`src/rtl/axi_mini_pkg.sv`:
```
// Shared constants and state encoding for the 4-bit AXI-lite-style mini link.
package axi_mini_pkg;

  localparam int DEF_ADDR_W  = 4;
  localparam int DEF_DATA_W  = 4;
  localparam int DEF_TIMEOUT = 15;

  // Master FSM encoding, kept as plain constants so older tools and
  // hand-written probes can match the raw state value.
  typedef logic [2:0] state_t;
  localparam state_t ST_IDLE = 3'd0;
  localparam state_t ST_RD_A = 3'd1;
  localparam state_t ST_RD_D = 3'd2;
  localparam state_t ST_WR   = 3'd3;
  localparam state_t ST_RESP = 3'd4;

endpackage

```
`src/rtl/axi_mini_if.sv`:
```
// AR/R and AW/W channel bundle between the mini master and the mini slave.
interface axi_mini_if
  import axi_mini_pkg::*;
#(
  parameter int ADDR_W = DEF_ADDR_W,
  parameter int DATA_W = DEF_DATA_W
);

  logic              m_arvalid;
  logic [ADDR_W-1:0] m_araddr;
  logic              s_arready;
  logic              s_rvalid;
  logic [DATA_W-1:0] s_rdata;
  logic              m_rready;
  logic              m_awvalid;
  logic [ADDR_W-1:0] m_awaddr;
  logic              s_awready;
  logic              m_wvalid;
  logic [DATA_W-1:0] m_wdata;
  logic              s_wready;

  modport master (
    output m_arvalid, m_araddr, m_rready, m_awvalid, m_awaddr, m_wvalid, m_wdata,
    input  s_arready, s_rvalid, s_rdata, s_awready, s_wready
  );

  modport slave (
    input  m_arvalid, m_araddr, m_rready, m_awvalid, m_awaddr, m_wvalid, m_wdata,
    output s_arready, s_rvalid, s_rdata, s_awready, s_wready
  );

endinterface

```
`src/rtl/axi_mini_wdog.sv`:
```
// Wait-state watchdog: counts cycles spent waiting on the slave and flags the
// last permitted cycle. Saturates at TIMEOUT rather than wrapping.
module axi_mini_wdog
  import axi_mini_pkg::*;
#(
  parameter int TIMEOUT = DEF_TIMEOUT
) (
  input  logic clk,
  input  logic rst_n,
  input  logic clr,
  input  logic en,
  output logic expired
);

  localparam int CW = $clog2(TIMEOUT + 1);

  logic [CW-1:0] cnt;

  // Count waiting cycles; clear has priority so a fresh wait state starts at 0.
  // NOTE: sequential state uses non-blocking (<=) so every register samples
  // the pre-edge values of its neighbours, independent of statement order.
  always_ff @(posedge clk or negedge rst_n) begin
    if (!rst_n) begin
      cnt <= '0;
    end else if (clr) begin
      cnt <= '0;
    end else if (en && cnt != CW'(TIMEOUT)) begin
      cnt <= cnt + CW'(1);
    end
  end

  // cnt holds the number of completed waiting cycles, so the current cycle is
  // the TIMEOUT-th one when cnt equals TIMEOUT-1.
  assign expired = (cnt == CW'(TIMEOUT - 1));

endmodule

```
`src/rtl/axi_mini_master.sv`:
```
// Initiator for the mini register link: takes one read/write command, runs it
// over AR/R or AW/W, and returns read data or a timeout error.
module axi_mini_master
  import axi_mini_pkg::*;
#(
  parameter int ADDR_W  = DEF_ADDR_W,
  parameter int DATA_W  = DEF_DATA_W,
  parameter int TIMEOUT = DEF_TIMEOUT
) (
  input  logic              clk,
  input  logic              rst_n,
  input  logic              cmd_valid,
  output logic              cmd_ready,
  input  logic              cmd_write,
  input  logic [ADDR_W-1:0] cmd_addr,
  input  logic [DATA_W-1:0] cmd_wdata,
  output logic              rsp_valid,
  input  logic              rsp_ready,
  output logic [DATA_W-1:0] rsp_rdata,
  output logic              rsp_err,
  axi_mini_if.master        bus
);

  state_t state;
  logic   aw_done, w_done;
  logic   aw_ok, w_ok;
  logic   wd_clr, wd_en, wd_expired;

  // The only unregistered output: accept commands whenever idle.
  assign cmd_ready = (state == ST_IDLE);

  // A channel counts as finished if it already completed or completes now.
  assign aw_ok = aw_done | bus.s_awready;
  assign w_ok  = w_done  | bus.s_wready;

  // One watchdog serves every wait state; restart it on command accept and
  // on the AR -> R hand-over so each read phase gets its own budget.
  assign wd_clr = (state == ST_IDLE) || (state == ST_RD_A && bus.s_arready);
  assign wd_en  = (state == ST_RD_A) || (state == ST_RD_D) || (state == ST_WR);

  axi_mini_wdog #(.TIMEOUT(TIMEOUT)) u_wdog (
    .clk     (clk),
    .rst_n   (rst_n),
    .clr     (wd_clr),
    .en      (wd_en),
    .expired (wd_expired)
  );

  // Transaction FSM with all bus and response outputs registered.
  // NOTE: every output register is in the async reset so the link goes quiet
  // the instant rst_n falls, even mid-transaction.
  always_ff @(posedge clk or negedge rst_n) begin
    if (!rst_n) begin
      state         <= ST_IDLE;
      aw_done       <= 1'b0;
      w_done        <= 1'b0;
      rsp_valid     <= 1'b0;
      rsp_err       <= 1'b0;
      rsp_rdata     <= '0;
      bus.m_arvalid <= 1'b0;
      bus.m_araddr  <= '0;
      bus.m_rready  <= 1'b0;
      bus.m_awvalid <= 1'b0;
      bus.m_awaddr  <= '0;
      bus.m_wvalid  <= 1'b0;
      bus.m_wdata   <= '0;
    end else begin
      case (state)
        ST_IDLE: begin
          if (cmd_valid) begin
            if (cmd_write) begin
              bus.m_awaddr  <= cmd_addr;
              bus.m_wdata   <= cmd_wdata;
              bus.m_awvalid <= 1'b1;
              bus.m_wvalid  <= 1'b1;
              aw_done       <= 1'b0;
              w_done        <= 1'b0;
              state         <= ST_WR;
            end else begin
              bus.m_araddr  <= cmd_addr;
              bus.m_arvalid <= 1'b1;
              state         <= ST_RD_A;
            end
          end
        end
        ST_RD_A: begin
          if (bus.s_arready) begin
            bus.m_arvalid <= 1'b0;
            bus.m_rready  <= 1'b1;
            state         <= ST_RD_D;
          end else if (wd_expired) begin
            bus.m_arvalid <= 1'b0;
            rsp_rdata     <= '0;
            rsp_err       <= 1'b1;
            rsp_valid     <= 1'b1;
            state         <= ST_RESP;
          end
        end
        ST_RD_D: begin
          bus.m_rready <= 1'b0;
          rsp_valid    <= 1'b1;
          state        <= ST_RESP;
          if (bus.s_rvalid) begin
            rsp_rdata <= bus.s_rdata;
            rsp_err   <= 1'b0;
          end else if (wd_expired) begin
            rsp_rdata <= '0;
            rsp_err   <= 1'b1;
          end else begin
            // Still waiting: undo the speculative exit above.
            bus.m_rready <= 1'b1;
            rsp_valid    <= 1'b0;
            state        <= ST_RD_D;
          end
        end
        ST_WR: begin
          if ((aw_ok && w_ok) || wd_expired) begin
            bus.m_awvalid <= 1'b0;
            bus.m_wvalid  <= 1'b0;
            rsp_rdata     <= '0;
            rsp_err       <= !(aw_ok && w_ok);
            rsp_valid     <= 1'b1;
            state         <= ST_RESP;
          end else begin
            if (bus.s_awready) begin
              aw_done       <= 1'b1;
              bus.m_awvalid <= 1'b0;
            end
            if (bus.s_wready) begin
              w_done       <= 1'b1;
              bus.m_wvalid <= 1'b0;
            end
          end
        end
        ST_RESP: begin
          if (rsp_ready) begin
            rsp_valid <= 1'b0;
            state     <= ST_IDLE;
          end
        end
        default: state <= ST_IDLE;
      endcase
    end
  end

endmodule

```
`src/flat_wrapper.sv`:
```
// flat-port wrapper written by rule: the top's interface ports become plain ports
module axi_mini_master_flat import axi_mini_pkg::*;
#(
  parameter int ADDR_W  = DEF_ADDR_W,
  parameter int DATA_W  = DEF_DATA_W,
  parameter int TIMEOUT = DEF_TIMEOUT
)
  (clk, rst_n, cmd_valid, cmd_ready, cmd_write, cmd_addr, cmd_wdata, rsp_valid, rsp_ready, rsp_rdata, rsp_err, bus_m_arvalid, bus_m_araddr, bus_m_rready, bus_m_awvalid, bus_m_awaddr, bus_m_wvalid, bus_m_wdata, bus_s_arready, bus_s_rvalid, bus_s_rdata, bus_s_awready, bus_s_wready);
  axi_mini_if #(.ADDR_W(ADDR_W), .DATA_W(DATA_W)) bus_i ();
  input  logic clk;
  input  logic rst_n;
  input  logic cmd_valid;
  output logic cmd_ready;
  input  logic cmd_write;
  input  logic [ADDR_W-1:0] cmd_addr;
  input  logic [DATA_W-1:0] cmd_wdata;
  output logic rsp_valid;
  input  logic rsp_ready;
  output logic [DATA_W-1:0] rsp_rdata;
  output logic rsp_err;
  output wire logic [$bits(bus_i.m_arvalid)-1:0] bus_m_arvalid;
  output wire logic [$bits(bus_i.m_araddr)-1:0] bus_m_araddr;
  output wire logic [$bits(bus_i.m_rready)-1:0] bus_m_rready;
  output wire logic [$bits(bus_i.m_awvalid)-1:0] bus_m_awvalid;
  output wire logic [$bits(bus_i.m_awaddr)-1:0] bus_m_awaddr;
  output wire logic [$bits(bus_i.m_wvalid)-1:0] bus_m_wvalid;
  output wire logic [$bits(bus_i.m_wdata)-1:0] bus_m_wdata;
  input wire logic [$bits(bus_i.s_arready)-1:0] bus_s_arready;
  input wire logic [$bits(bus_i.s_rvalid)-1:0] bus_s_rvalid;
  input wire logic [$bits(bus_i.s_rdata)-1:0] bus_s_rdata;
  input wire logic [$bits(bus_i.s_awready)-1:0] bus_s_awready;
  input wire logic [$bits(bus_i.s_wready)-1:0] bus_s_wready;
  assign bus_m_arvalid = bus_i.m_arvalid;
  assign bus_m_araddr = bus_i.m_araddr;
  assign bus_m_rready = bus_i.m_rready;
  assign bus_m_awvalid = bus_i.m_awvalid;
  assign bus_m_awaddr = bus_i.m_awaddr;
  assign bus_m_wvalid = bus_i.m_wvalid;
  assign bus_m_wdata = bus_i.m_wdata;
  assign bus_i.s_arready = bus_s_arready;
  assign bus_i.s_rvalid = bus_s_rvalid;
  assign bus_i.s_rdata = bus_s_rdata;
  assign bus_i.s_awready = bus_s_awready;
  assign bus_i.s_wready = bus_s_wready;
  axi_mini_master #(.ADDR_W(ADDR_W), .DATA_W(DATA_W), .TIMEOUT(TIMEOUT)) u_core (.clk(clk), .rst_n(rst_n), .cmd_valid(cmd_valid), .cmd_ready(cmd_ready), .cmd_write(cmd_write), .cmd_addr(cmd_addr), .cmd_wdata(cmd_wdata), .rsp_valid(rsp_valid), .rsp_ready(rsp_ready), .rsp_rdata(rsp_rdata), .rsp_err(rsp_err), .bus(bus_i));
endmodule
```
`config.mk`:
```
export PLATFORM = sky130hd
export DESIGN_NAME = axi_mini_master_flat
export DESIGN_NICKNAME = d
export VERILOG_FILES = /design/src/rtl/axi_mini_pkg.sv /design/src/rtl/axi_mini_if.sv /design/src/rtl/axi_mini_wdog.sv /design/src/rtl/axi_mini_master.sv /design/src/flat_wrapper.sv
export SDC_FILE = /design/constraint.sdc
export NUM_CORES = 1
export LEC_CHECK = 0
export CORE_ASPECT_RATIO = 0.7
export CORE_UTILIZATION = 50
export DETAILED_ROUTE_END_ITERATION = 12
export GPL_TIMING_DRIVEN = 0
export PLACE_DENSITY = 0.84
export SKIP_LAST_GASP = 1
export SYNTH_ARGS = -nofsm -noshare
export SYNTH_HDL_FRONTEND = slang
export SYNTH_SLANG_ARGS = --single-unit
```
`constraint.sdc`:
```
create_clock -name clk -period 4.3 [get_ports clk]
set_input_delay 1.075 -clock clk [delete_from_list [all_inputs] [get_ports clk]]
set_output_delay 1.075 -clock clk [all_outputs]
set_load 0.03 [all_outputs]
```
==> run metrics <==
status=finished, final reports clean; Fmax achieved=approximately 0.34 GHz; Starting Density=0.531; worst-path cell chain=buf_6 -> nor3_2 -> clkdlybuf4s50_1; Post-CTS Hold Fix Bufs=0; CTS max path bufs=2; clock latency on the worst-skew pair=0.28 ns; die area=about 3200 sq um; crit end category=output port; CTS Root Buffer Type=clkbuf_8; final global-route overflow total=0; Worst slew margin=0.552; Post-synth EDFFs=0; antenna-violating nets left=0; fillers=198; CTS Sinks=31; P&R area growth vs syn=37.5%; H-Tree Depth=2; Final Max Tran Viols=0; Initial DRC Count=70; drt drc=0; CP max-delay cell=clkdlybuf4s50_1; row count=16; Min-Delay Path Class=flip-flop to flip-flop; Initial DRT Pass Iterations=4; Worst-path clk slew=about 0.06 ns; post-cts resize count=0; Antenna Cells=0; worst hold slack=approximately 0.50 ns; final worst setup slack=1.36 ns; Final Cycle Share=0.683; Max-Cap Viols=0; Final #Nets=just under 200; Leakage Power=slightly above 0.9 nW; setup TNS=0 ns; total CTS buffers=5; largest net degree at the start of global routing=32; Total GRT Usage=0.230; layout cells sized above 1=0.211; Async S/R FF share, synth=1.00; Finish-stage setup viols=0; Vias/cell=5.57; number of port buffers=43; postcts setup bufs=0; crit path time final=2.94 ns; CTS tree=done; Die X-Extent=just under 70 um; actual slew at the worst max-slew pin=approximately 0.67 ns; skew final=0.00645 ns; initial antenna violation count=0; Synth Instances=about 120; Net Count, Synth=~140; commonest cells after routing, fill and taps aside=42 x clkdlybuf4s50_1, 31 x dfrtp_1, 9 x nor2_1; Fin. Hold Viols=0; Post-Route WL=~3.3 mm; die height=47.7 um; synth warn=0; synthesized flop and latch total=31; critical path class=flip-flop to output port; Pwr per Cell Area=roughly 790 nW/um^2; startpoint types=flip-flop; # IOs=44; RSZ-0062 raised after global routing=no; Routability Congestion=approximately 0.8; largest stage delay on the critical path=between 0.7 and 0.8 ns; commonest non-fill, non-tap cell in the layout=clkdlybuf4s50_1; required time of the critical path=3.22 ns; peak supply drop=roughly 490 uV; Avg Cell Area, Syn=12.3 sq um; crit path DAT=around 1.9 ns; register area share after synthesis=0.521; Worst Path Max Fanout=10; first-pass GRT wire length=slightly above 5 mm; core area=roughly 2800 sq um; vias in the first global route=about 1,100; synthesized area=between 1000 and 1500 sq um; post-DR wirelength/cell=around 16 um; DR vias=around 1,200; pre-CTS setup slack=~1.6 ns; hpwl dp=2.42 mm; Distinct cells, synth=41; Primary FF master, synth=dfrtp_1
## per-stage QoR
step | instance area, sq um | std cells | util | power [mW]
after floorplan | 1490 | 121 | - | 1.06
after detailed placement | 1960 | 200 | 0.701 | 1.38
after global routing | 2050 | 207 | 0.730 | 1.69
final | 2050 | 207 | 0.730 | 1.61
after global placement | 1960 | 200 | 0.701 | 1.35
after CTS | 2050 | 207 | 0.732 | 1.62
## kinds of logic after synthesis
logic type / synth area share
AO/OA/AOI/OAI: 0.127
multiplexers: 0.122
AND/OR/NAND/NOR: 0.159
flip-flops: 0.521
XOR/XNOR: 0.0177
buffers and inverters: 0.0370
adder cells (fa/ha/maj): 0.0168
## worst max-delay path, delay by kind of cell, from the launching register on
family,cells,cell delay [ns]
buffers and inverters,2,0.90
and+or+nand+nor,1,0.27
DFF,1,0.41
## layer usage
layer,vias up,track usage,part of all wire
met3,7,0.0690,0.044
met2,30,0.346,0.48
met4,0,0.102,0.016
li1,539,-,-
met5,-,0,0
met1,576,0.311,0.46
## where the power goes
group	switching [mW]	internal, mW	total (mW)
Combinational	0.470	0.403	0.873
Clock	0.104	0.125	0.229
Sequential	0.0872	0.420	0.508
## cells in the mapped netlist (3+ instances only)
library cell	n	area, sq um
a21oi_1	4	20.0
a22o_1	5	43.8
dfrtp_1	31	776
inv_1	4	15.0
mux2_2	5	56.3
mux2_4	7	105
nand2_1	4	15.0
nand2b_1	3	18.8
nor2_1	9	33.8
nor4_1	3	18.8
xnor2_1	3	26.3
## sequential cells by signal, summed over array words and instances (netlist names), 3 cells and up
register / count
u_core.bus.m_wdata: 4
u_core.rsp_rdata: 4
u_core.bus.m_awaddr: 4
u_core.bus.m_araddr: 4
u_core.u_wdog.cnt: 4
u_core.state: 3
## final timing paths
path	startpoint	to	slack, ns	cells past startpoint
min in group asynchronous	rst_n	u_core.bus.m_wdata[1]	0.83	1
max in group asynchronous	rst_n	u_core.bus.m_araddr[2]	3.04	1
worst max-delay path	u_core.state[2]	cmd_ready	1.36	3
worst min register to register	u_core.rsp_rdata[2]	u_core.rsp_rdata[2]	0.50	1
worst max register to register	u_core.u_wdog.cnt[0]	u_core.aw_done	2.61	7
worst min-delay path	u_core.rsp_rdata[2]	u_core.rsp_rdata[2]	0.50	1
## final cells by class
| type | count | area [sq um] | share of cell area |
|---|---|---|---|
| clock buffers | 6 | 82.6 | 0.0403 |
| plain buffers | 5 | 40.0 | 0.0196 |
| clock inverters | 1 | 5.00 | 0.00244 |
| repair buffers | 43 | 425 | 0.208 |
| multi-input cells | 81 | 658 | 0.322 |
| inverters | 4 | 15.0 | 0.00733 |
| flip-flops and latches | 31 | 776 | 0.379 |
| well taps | 36 | 45.0 | 0.0220 |
Power figures use the tool's default switching activity.
